<file path="src/rtl/riscv_ctrl_pkg.sv">
// Shared control definitions for the multi-cycle RISC-V core: opcodes,
// control-FSM states and the datapath mux select encodings.
package riscv_ctrl_pkg;

  // Major opcodes understood by the control FSM (IR[6:0]).
  typedef enum logic [6:0] {
    OP_LOAD   = 7'b0000011,
    OP_STORE  = 7'b0100011,
    OP_RTYPE  = 7'b0110011,
    OP_ITYPE  = 7'b0010011,
    OP_BRANCH = 7'b1100011,
    OP_JAL    = 7'b1101111,
    OP_LUI    = 7'b0110111
  } opcode_e;

  // Control FSM states.
  typedef enum logic [3:0] {
    S_FETCH   = 4'd0,
    S_DECODE  = 4'd1,
    S_MEM_ADR = 4'd2,
    S_MEM_RD  = 4'd3,
    S_MEM_WB  = 4'd4,
    S_MEM_WR  = 4'd5,
    S_EXEC_R  = 4'd6,
    S_EXEC_I  = 4'd7,
    S_LUI     = 4'd8,
    S_JAL     = 4'd9,
    S_ALU_WB  = 4'd10,
    S_BEQ     = 4'd11,
    S_TRAP    = 4'd12
  } state_e;

  // ALU A input select.
  localparam logic [1:0] SRC_A_PC     = 2'b00;
  localparam logic [1:0] SRC_A_OLD_PC = 2'b01;
  localparam logic [1:0] SRC_A_RS1    = 2'b10;
  localparam logic [1:0] SRC_A_ZERO   = 2'b11;

  // ALU B input select.
  localparam logic [1:0] SRC_B_RS2    = 2'b00;
  localparam logic [1:0] SRC_B_IMM    = 2'b01;
  localparam logic [1:0] SRC_B_FOUR   = 2'b10;

  // ALU operation class.
  localparam logic [1:0] ALU_ADD      = 2'b00;
  localparam logic [1:0] ALU_SUB      = 2'b01;
  localparam logic [1:0] ALU_FUNCT    = 2'b10;

  // Result bus source.
  localparam logic [1:0] RES_ALU_OUT  = 2'b00;
  localparam logic [1:0] RES_RDATA    = 2'b01;
  localparam logic [1:0] RES_ALU      = 2'b10;

  // Immediate formats (J = 3'b011 exists in the extender but no state here selects it).
  localparam logic [2:0] IMM_I        = 3'b000;
  localparam logic [2:0] IMM_S        = 3'b001;
  localparam logic [2:0] IMM_B        = 3'b010;
  localparam logic [2:0] IMM_U        = 3'b100;

endpackage

</file>
<file path="src/rtl/multicycle_ctrl_fsm.sv">
// Control FSM for the multi-cycle RISC-V core. Sequences the shared datapath
// through fetch/decode/execute/memory/writeback, counts retired instructions
// and parks in a sticky trap state on an illegal opcode.
module multicycle_ctrl_fsm
  import riscv_ctrl_pkg::*;
#(
  parameter int CNT_W = 32
) (
  input  logic             clk,
  input  logic             rst_n,
  input  logic [6:0]       op_code,
  input  logic [2:0]       funct3,
  input  logic             zero,
  input  logic             mem_ready,
  output logic             mem_req,
  output logic             adr_src,
  output logic [3:0]       mem_w,
  output logic             ir_write,
  output logic             pc_write,
  output logic             branch,
  output logic [1:0]       alu_src_a,
  output logic [1:0]       alu_src_b,
  output logic [1:0]       alu_op,
  output logic [2:0]       imm_src,
  output logic [1:0]       result_src,
  output logic [3:0]       reg_w,
  output logic             instr_done,
  output logic             trap,
  output logic [CNT_W-1:0] instr_count
);

  state_e           state;
  state_e           state_next;
  logic             retire;
  logic [CNT_W-1:0] count;

  // State register with synchronous active-low reset.
  always_ff @(posedge clk) begin
    if (!rst_n) begin
      state <= S_FETCH;
    end else begin
      state <= state_next;
    end
  end

  // Retired-instruction counter; wraps naturally at 2^CNT_W.
  always_ff @(posedge clk) begin
    if (!rst_n) begin
      count <= '0;
    end else if (retire) begin
      count <= count + CNT_W'(1);
    end
  end

  // Next-state logic plus the retirement strobe for transitions back to FETCH.
  always_comb begin
    state_next = state;
    retire     = 1'b0;
    case (state)
      S_FETCH:   state_next = mem_ready ? S_DECODE : S_FETCH;
      S_DECODE: begin
        case (op_code)
          OP_LOAD, OP_STORE: state_next = S_MEM_ADR;
          OP_RTYPE:          state_next = S_EXEC_R;
          OP_ITYPE:          state_next = S_EXEC_I;
          OP_BRANCH:         state_next = S_BEQ;
          OP_JAL:            state_next = S_JAL;
          OP_LUI:            state_next = S_LUI;
          default:           state_next = S_TRAP;
        endcase
      end
      S_MEM_ADR: state_next = (op_code == OP_LOAD) ? S_MEM_RD : S_MEM_WR;
      S_MEM_RD:  state_next = mem_ready ? S_MEM_WB : S_MEM_RD;
      S_MEM_WB: begin
        state_next = S_FETCH;
        retire     = 1'b1;
      end
      S_MEM_WR: begin
        if (mem_ready) begin
          state_next = S_FETCH;
          retire     = 1'b1;
        end else begin
          state_next = S_MEM_WR;
        end
      end
      S_EXEC_R:  state_next = S_ALU_WB;
      S_EXEC_I:  state_next = S_ALU_WB;
      S_LUI:     state_next = S_ALU_WB;
      S_JAL:     state_next = S_ALU_WB;
      S_ALU_WB, S_BEQ: begin
        state_next = S_FETCH;
        retire     = 1'b1;
      end
      S_TRAP:    state_next = S_TRAP;
      // Unreachable encodings are treated as a fault.
      default:   state_next = S_TRAP;
    endcase
  end

  // Per-state control word; everything is held low while reset is asserted.
  always_comb begin
    mem_req     = 1'b0;
    adr_src     = 1'b0;
    mem_w       = 4'b0000;
    ir_write    = 1'b0;
    pc_write    = 1'b0;
    branch      = 1'b0;
    alu_src_a   = SRC_A_PC;
    alu_src_b   = SRC_B_RS2;
    alu_op      = ALU_ADD;
    imm_src     = IMM_I;
    result_src  = RES_ALU_OUT;
    reg_w       = 4'b0000;
    instr_done  = 1'b0;
    trap        = 1'b0;
    instr_count = '0;
    if (!rst_n) begin
      mem_req = 1'b0;
    end else begin
      instr_done  = retire;
      instr_count = count;
      case (state)
        S_FETCH: begin
          mem_req    = 1'b1;
          alu_src_b  = SRC_B_FOUR;
          result_src = RES_ALU;
          ir_write   = mem_ready;
          pc_write   = mem_ready;
        end
        S_DECODE: begin
          alu_src_a = SRC_A_OLD_PC;
          alu_src_b = SRC_B_IMM;
          imm_src   = IMM_B;
        end
        S_MEM_ADR: begin
          alu_src_a = SRC_A_RS1;
          alu_src_b = SRC_B_IMM;
          imm_src   = (op_code == OP_LOAD) ? IMM_I : IMM_S;
        end
        S_MEM_RD: begin
          mem_req = 1'b1;
          adr_src = 1'b1;
        end
        S_MEM_WB: begin
          result_src = RES_RDATA;
          reg_w      = {funct3, 1'b1};
        end
        S_MEM_WR: begin
          mem_req = 1'b1;
          adr_src = 1'b1;
          mem_w   = {funct3, 1'b1};
        end
        S_EXEC_R: begin
          alu_src_a = SRC_A_RS1;
          alu_op    = ALU_FUNCT;
        end
        S_EXEC_I: begin
          alu_src_a = SRC_A_RS1;
          alu_src_b = SRC_B_IMM;
          alu_op    = ALU_FUNCT;
        end
        S_LUI: begin
          alu_src_a = SRC_A_ZERO;
          alu_src_b = SRC_B_IMM;
          imm_src   = IMM_U;
        end
        S_JAL: begin
          alu_src_a = SRC_A_OLD_PC;
          alu_src_b = SRC_B_FOUR;
          pc_write  = 1'b1;
        end
        S_ALU_WB: begin
          // JAL's IR[14:12] belongs to the immediate, so the link write is a plain word write.
          reg_w = (op_code == OP_JAL) ? 4'b0001 : {funct3, 1'b1};
        end
        S_BEQ: begin
          alu_src_a = SRC_A_RS1;
          alu_op    = ALU_SUB;
          branch    = 1'b1;
          pc_write  = zero;
        end
        S_TRAP:  trap = 1'b1;
        default: trap = 1'b0;
      endcase
    end
  end

endmodule

</file>
<file path="config.mk">
export PLATFORM = sky130hd
export DESIGN_NAME = multicycle_ctrl_fsm
export DESIGN_NICKNAME = d
export VERILOG_FILES = /design/src/rtl/riscv_ctrl_pkg.sv /design/src/rtl/multicycle_ctrl_fsm.sv
export SDC_FILE = /design/constraint.sdc
export NUM_CORES = 1
export LEC_CHECK = 0
export BUFFER_PORTS_ARGS = -buffer_cell sky130_fd_sc_hd__buf_2
export CAP_MARGIN = 20
export CORE_MARGIN = 4
export CORE_UTILIZATION = 52
export CTS_CLUSTER_SIZE = 28
export DETAILED_ROUTE_END_ITERATION = 12
export PLACE_DENSITY = 0.8
export SETUP_SLACK_MARGIN = 0.15
export SYNTH_ARGS = -nofsm -noshare
export SYNTH_HDL_FRONTEND = slang
export SYNTH_SLANG_ARGS = --single-unit
</file>
<file path="constraint.sdc">
create_clock -name clk -period 2.4 [get_ports clk]
set_input_delay 0.48 -clock clk [delete_from_list [all_inputs] [get_ports clk]]
set_output_delay 0.48 -clock clk [all_outputs]
set_load 0.02 [all_outputs]
</file>
# Yosys cells after proc, flatten, opt, wreduce, memory -nomap -nowiden
# Index checks and enable logic that the tools add are counted.
# classes
n_reduce_logical	11
eq_ne	19
addsub	1
muxes	38
# ops
operator	n
adder 32 x 1 -> 32 bit, second input constant	1
two-way mux 32 bit	1
case mux 4 bit (7 select lines)	1
case mux 4 bit (6 select lines)	1
== test 7 x 6 -> 1 bit, second input constant	3
== test 4 bit, second input constant	5
== test 4 x 3 -> 1 bit, second input constant	4
two-way mux 4 bit	4
two-way mux 1 bit	15
== test 7 bit, second input constant	2
two-way mux 3 bit	4
case mux 2 bit (2 select lines)	3
OR reduction 4 bit	3
OR reduction 2 bit	5
case mux 3 bit (3 select lines)	1
== test 4 x 2 -> 1 bit, second input constant	2
two-way mux 2 bit	4
case mux 4 bit (2 select lines)	1
== test 7 x 2 -> 1 bit, second input constant	1
== test 7 x 5 -> 1 bit, second input constant	1
case mux 2 bit (3 select lines)	1
OR reduction 3 bit	2
== test 4 x 1 -> 1 bit, second input constant	1
logical NOT 4 bit	1
other kinds (2)	2
# word_totals
out_inout_bits	58
wordCells	71
in_bits	14
reg_bits	36

# Logic depth before layout (Yosys ltp)
# depth
word_depth	4
depth_mapped	7
ltp_nobuf	6

# Worst setup path after synthesis
# No wires, ideal clock.
# synth_timing
path_kind	register to output
startpoint	register state[3]
endpoint	output port reg_w[1]
required_ps	1920
path_stages_with_launch	5
path_buffers	1
path_slack_ps	16
t_arrival_ps	1904
cell_sequence	dfxtp_1 buf_6 or3b_4 a211oi_1 and3_1
# synth_between
elab_chain_len	3
elab_cells_between_ends	4
cone_classes	eq/ne (2); mux (2)
# synth_lines
element	line_no	text
start, declared	multicycle_ctrl_fsm.sv:32	state_e state;
start signal, assigned	multicycle_ctrl_fsm.sv:42	state <= state_next;
== test 4 bit / == test 4 x 3 -> 1 bit (equally long branches)	multicycle_ctrl_fsm.sv:122	case (state)
case mux 4 bit (2 select lines) (*)	multicycle_ctrl_fsm.sv:122	
two-way mux 4 bit (*)	multicycle_ctrl_fsm.sv:117	if (!rst_n) begin
end, declared	multicycle_ctrl_fsm.sv:26	output logic [3:0] reg_w,
# Mark *: on every way between the ends. The rest lies on a longest branch, timed or not.

# Worst setup path after layout
# layout_timing
startpoint	register state[2]
endpoint	output port reg_w[2]
# Same word-level chain as after synthesis.

==> summary.txt <==
Comb power frac -> 0.291
worst-margin pin slew -> 0.5342 ns
Largest delay share family, worst path -> simple AND/OR/NAND/NOR gates
sum of buffers and inverters on the critical path -> 2
Site Rows -> 24
Non-Filler Instances -> 445
Max Fclk -> 0.4447 GHz
CTS buffer count -> 5
Filler cells -> 386
flops & latches, synth -> 36
die width -> 76.10 µm
Post-synth EDFFs -> 0
Synth cell types -> 50
Mapped Nets -> 334
Layout area overhead -> 24.03%
final net count -> 408
Int Power -> 0.9724 mW
DR WL met2 -> 3135 µm
drt via density -> 5.620
Slew Viols, Final -> 0
CP max FO -> 14
minimum clock period -> 2.249 ns
reg2reg end -> count[29]
crit-path cells -> buf_4 -> nand3b_1 -> a211oi_4 -> and3_1 -> buf_2
total number of vias -> 2501
Worst EP arrival -> 1.77 ns
DRT iter0 DRCs -> 128
setup TNS -> 0 ns
Total Power -> 1.459 mW
vias in the first global route -> 2329
Critical Path Stages -> 5
met3 wire length -> 390 µm
clk root buf -> clkbuf_8
post-route ant nets -> 0
outcome -> completed
Synth async-reset ratio -> 0
area of the die -> 5790 µm²
fraction of power consumed by sequential logic -> 0.432
max-cap violations -> 0
global route total overflow -> 0
Slowest cell on crit path -> a211oi_4
delay of the slowest critical-path stage -> 0.34 ns
RSZ-0062 raised after global routing -> true
Final HPWL DP -> 4579 µm
DRT Wirelength -> 6336 µm
drt pass-1 iters -> 4
crit path launch type -> flip-flop
Min Hold Slack -> 0.5381 ns
port bufs -> 71
Pwr Density -> 487.8 nW/µm²
Clock Pin Slew Worst Setup and Hold Paths -> 0.07 ns
reg2reg setup slack -> 0.33 ns
WL per Instance -> 14.24 µm
Max-slew headroom -> 0.6439
clk_lat worst skew -> 0.29 ns
CTS Buffer Depth -> 2
CP Capture Type -> output pin
Initial Util -> 0.5462
Gate Count Post-Synth -> 319
Top Ports -> 72
DRT met1 WL -> 2745 µm
dpl cells -> 435
crit path kind -> reg2out
GRT Total Usage -> 0.2078
Net Sw Frac -> 0.3334
Max VDD drop -> 0.0003390 V
Clock Skews -> 0.004275 ns
commonest non-fill, non-tap cell in the layout -> buf_2
htree depth -> 2
Die Height -> 76.10 µm
Antenna Cells -> 0
commonest cells after routing, fill and taps aside -> 70 x buf_2, 45 x nor2_1, 40 x and2_1, 35 x dfxtp_1, 24 x nand2_1
pin count of the biggest net entering global routing -> 25
Sw Pwr -> 0.4864 mW
crit path launch -> state[2]
leakage -> 1.340 nW
Critical Path RT -> 1.92 ns
first-pass GRT wire length -> 10540 µm
routability congestion estimate -> 0.8980
Synth Warn # -> 0
CP endpoint -> reg_w[2]
Synth Cell Area -> 2411 µm²
register area share after synthesis -> 0.2989
worst r2r src -> state[2]
Final Hold Viols -> 0
share of cells above drive strength 1 -> 0.2926
Hold Crit Class -> reg2reg
Setup violations, final -> 0
worst reg-to-reg path cell count -> 8
final worst path period share -> 0.9370
clock sink total -> 36
DR DRC count -> 0
Core Box Area -> 4414 µm²
post-place instance area -> 2838 µm²
final std cell area, no fill -> 2990 µm²
initial antenna violation count -> 0
top sig layer -> met4
Syn Area/Cell -> 7.558 µm²
CTS tree -> yes
Clk pwr share -> 0.278
Primary FF master, synth -> dfxtp_1
area by class of cell:
| type | instances | area [µm²] | share of cell area |
|---|---|---|---|
| clock buffers | 6 | 72.57 | 0.02427 |
| clock inverters | 1 | 5.005 | 0.001674 |
| inverters | 9 | 42.54 | 0.01423 |
| multi-input cells | 256 | 1613 | 0.5393 |
| flip-flops and latches | 36 | 721.9 | 0.2414 |
| well taps | 52 | 65.06 | 0.02176 |
| repair buffers | 85 | 470.5 | 0.1573 |
worst min-delay path: stages (launching register included):
cell,delay [ns]
dfxtp_1,0.35
xor2_1,0.07
nor2_1,0.08
stage by stage:
step,setup WS (ns),util
global placement,0.2977,0.6429
finish,0.1512,0.6774
floorplan,0.2119,-
CTS,0.1726,0.6633
detailed placement,0.2672,0.6429
global route,0.07526,0.6774
worst min-delay path by stage:
| stage | startpoint | end | slack (ns) | cells past startpoint |
|---|---|---|---|---|
| after CTS | count[18] | count[18] | 0.55 | 2 |
| after detailed placement | count[18] | count[18] | 0.53 | 2 |
| after global placement | count[18] | count[18] | 0.51 | 2 |
| after global routing | count[1] | count[1] | 0.59 | 2 |
| final | count[18] | count[18] | 0.54 | 2 |
| after floorplan | count[6] | count[6] | 0.49 | 2 |
metal layers:
metal  vias up  global-route usage
met5         -                   0
met4         0             0.05420
met3         9             0.04255
met2        70              0.3570
met1      1173              0.2633
li1       1249                   -
power groups by stage:
stage                     combinational (mW)  clock, mW  sequential [mW]
after floorplan                        0.282          0            0.635
after global placement                 0.381          0            0.640
after detailed placement               0.388          0            0.640
after CTS                              0.395      0.410            0.626
after global routing                   0.459      0.434            0.632
final                                  0.424      0.405            0.630
cells by family (layout without fill, tap and decap cells):
family	Yosys count	in the layout	share of synthesized area
flops	36	36	0.2989
buf+inv	27	101	0.04982
simple gates	193	193	0.4344
compound gates	30	30	0.08563
xor+xnor	22	22	0.07992
fa+ha+maj	1	1	0.005189
mux	10	10	0.04618
cell usage after synthesis, drive strengths merged, types with 12 or more instances:
cell type | number | share of area
xor2 | 14 | 0.051
nor2 | 46 | 0.072
nand2 | 26 | 0.043
and2 | 40 | 0.10
dfxtp | 36 | 0.30
nand4 | 15 | 0.042
nor3 | 15 | 0.031
nand3 | 12 | 0.025
sequential cells by signal (all words and copies together) (netlist names):
signal / cells
state: 4
count: 32
what timing repair did:
action	CTS	global route
resized for setup	4	11
pin swaps	0	1
hold buffers	0	0
setup buffers	0	3
endpoints found under the setup margin	9	11
(Power assumes the default switching activity.)
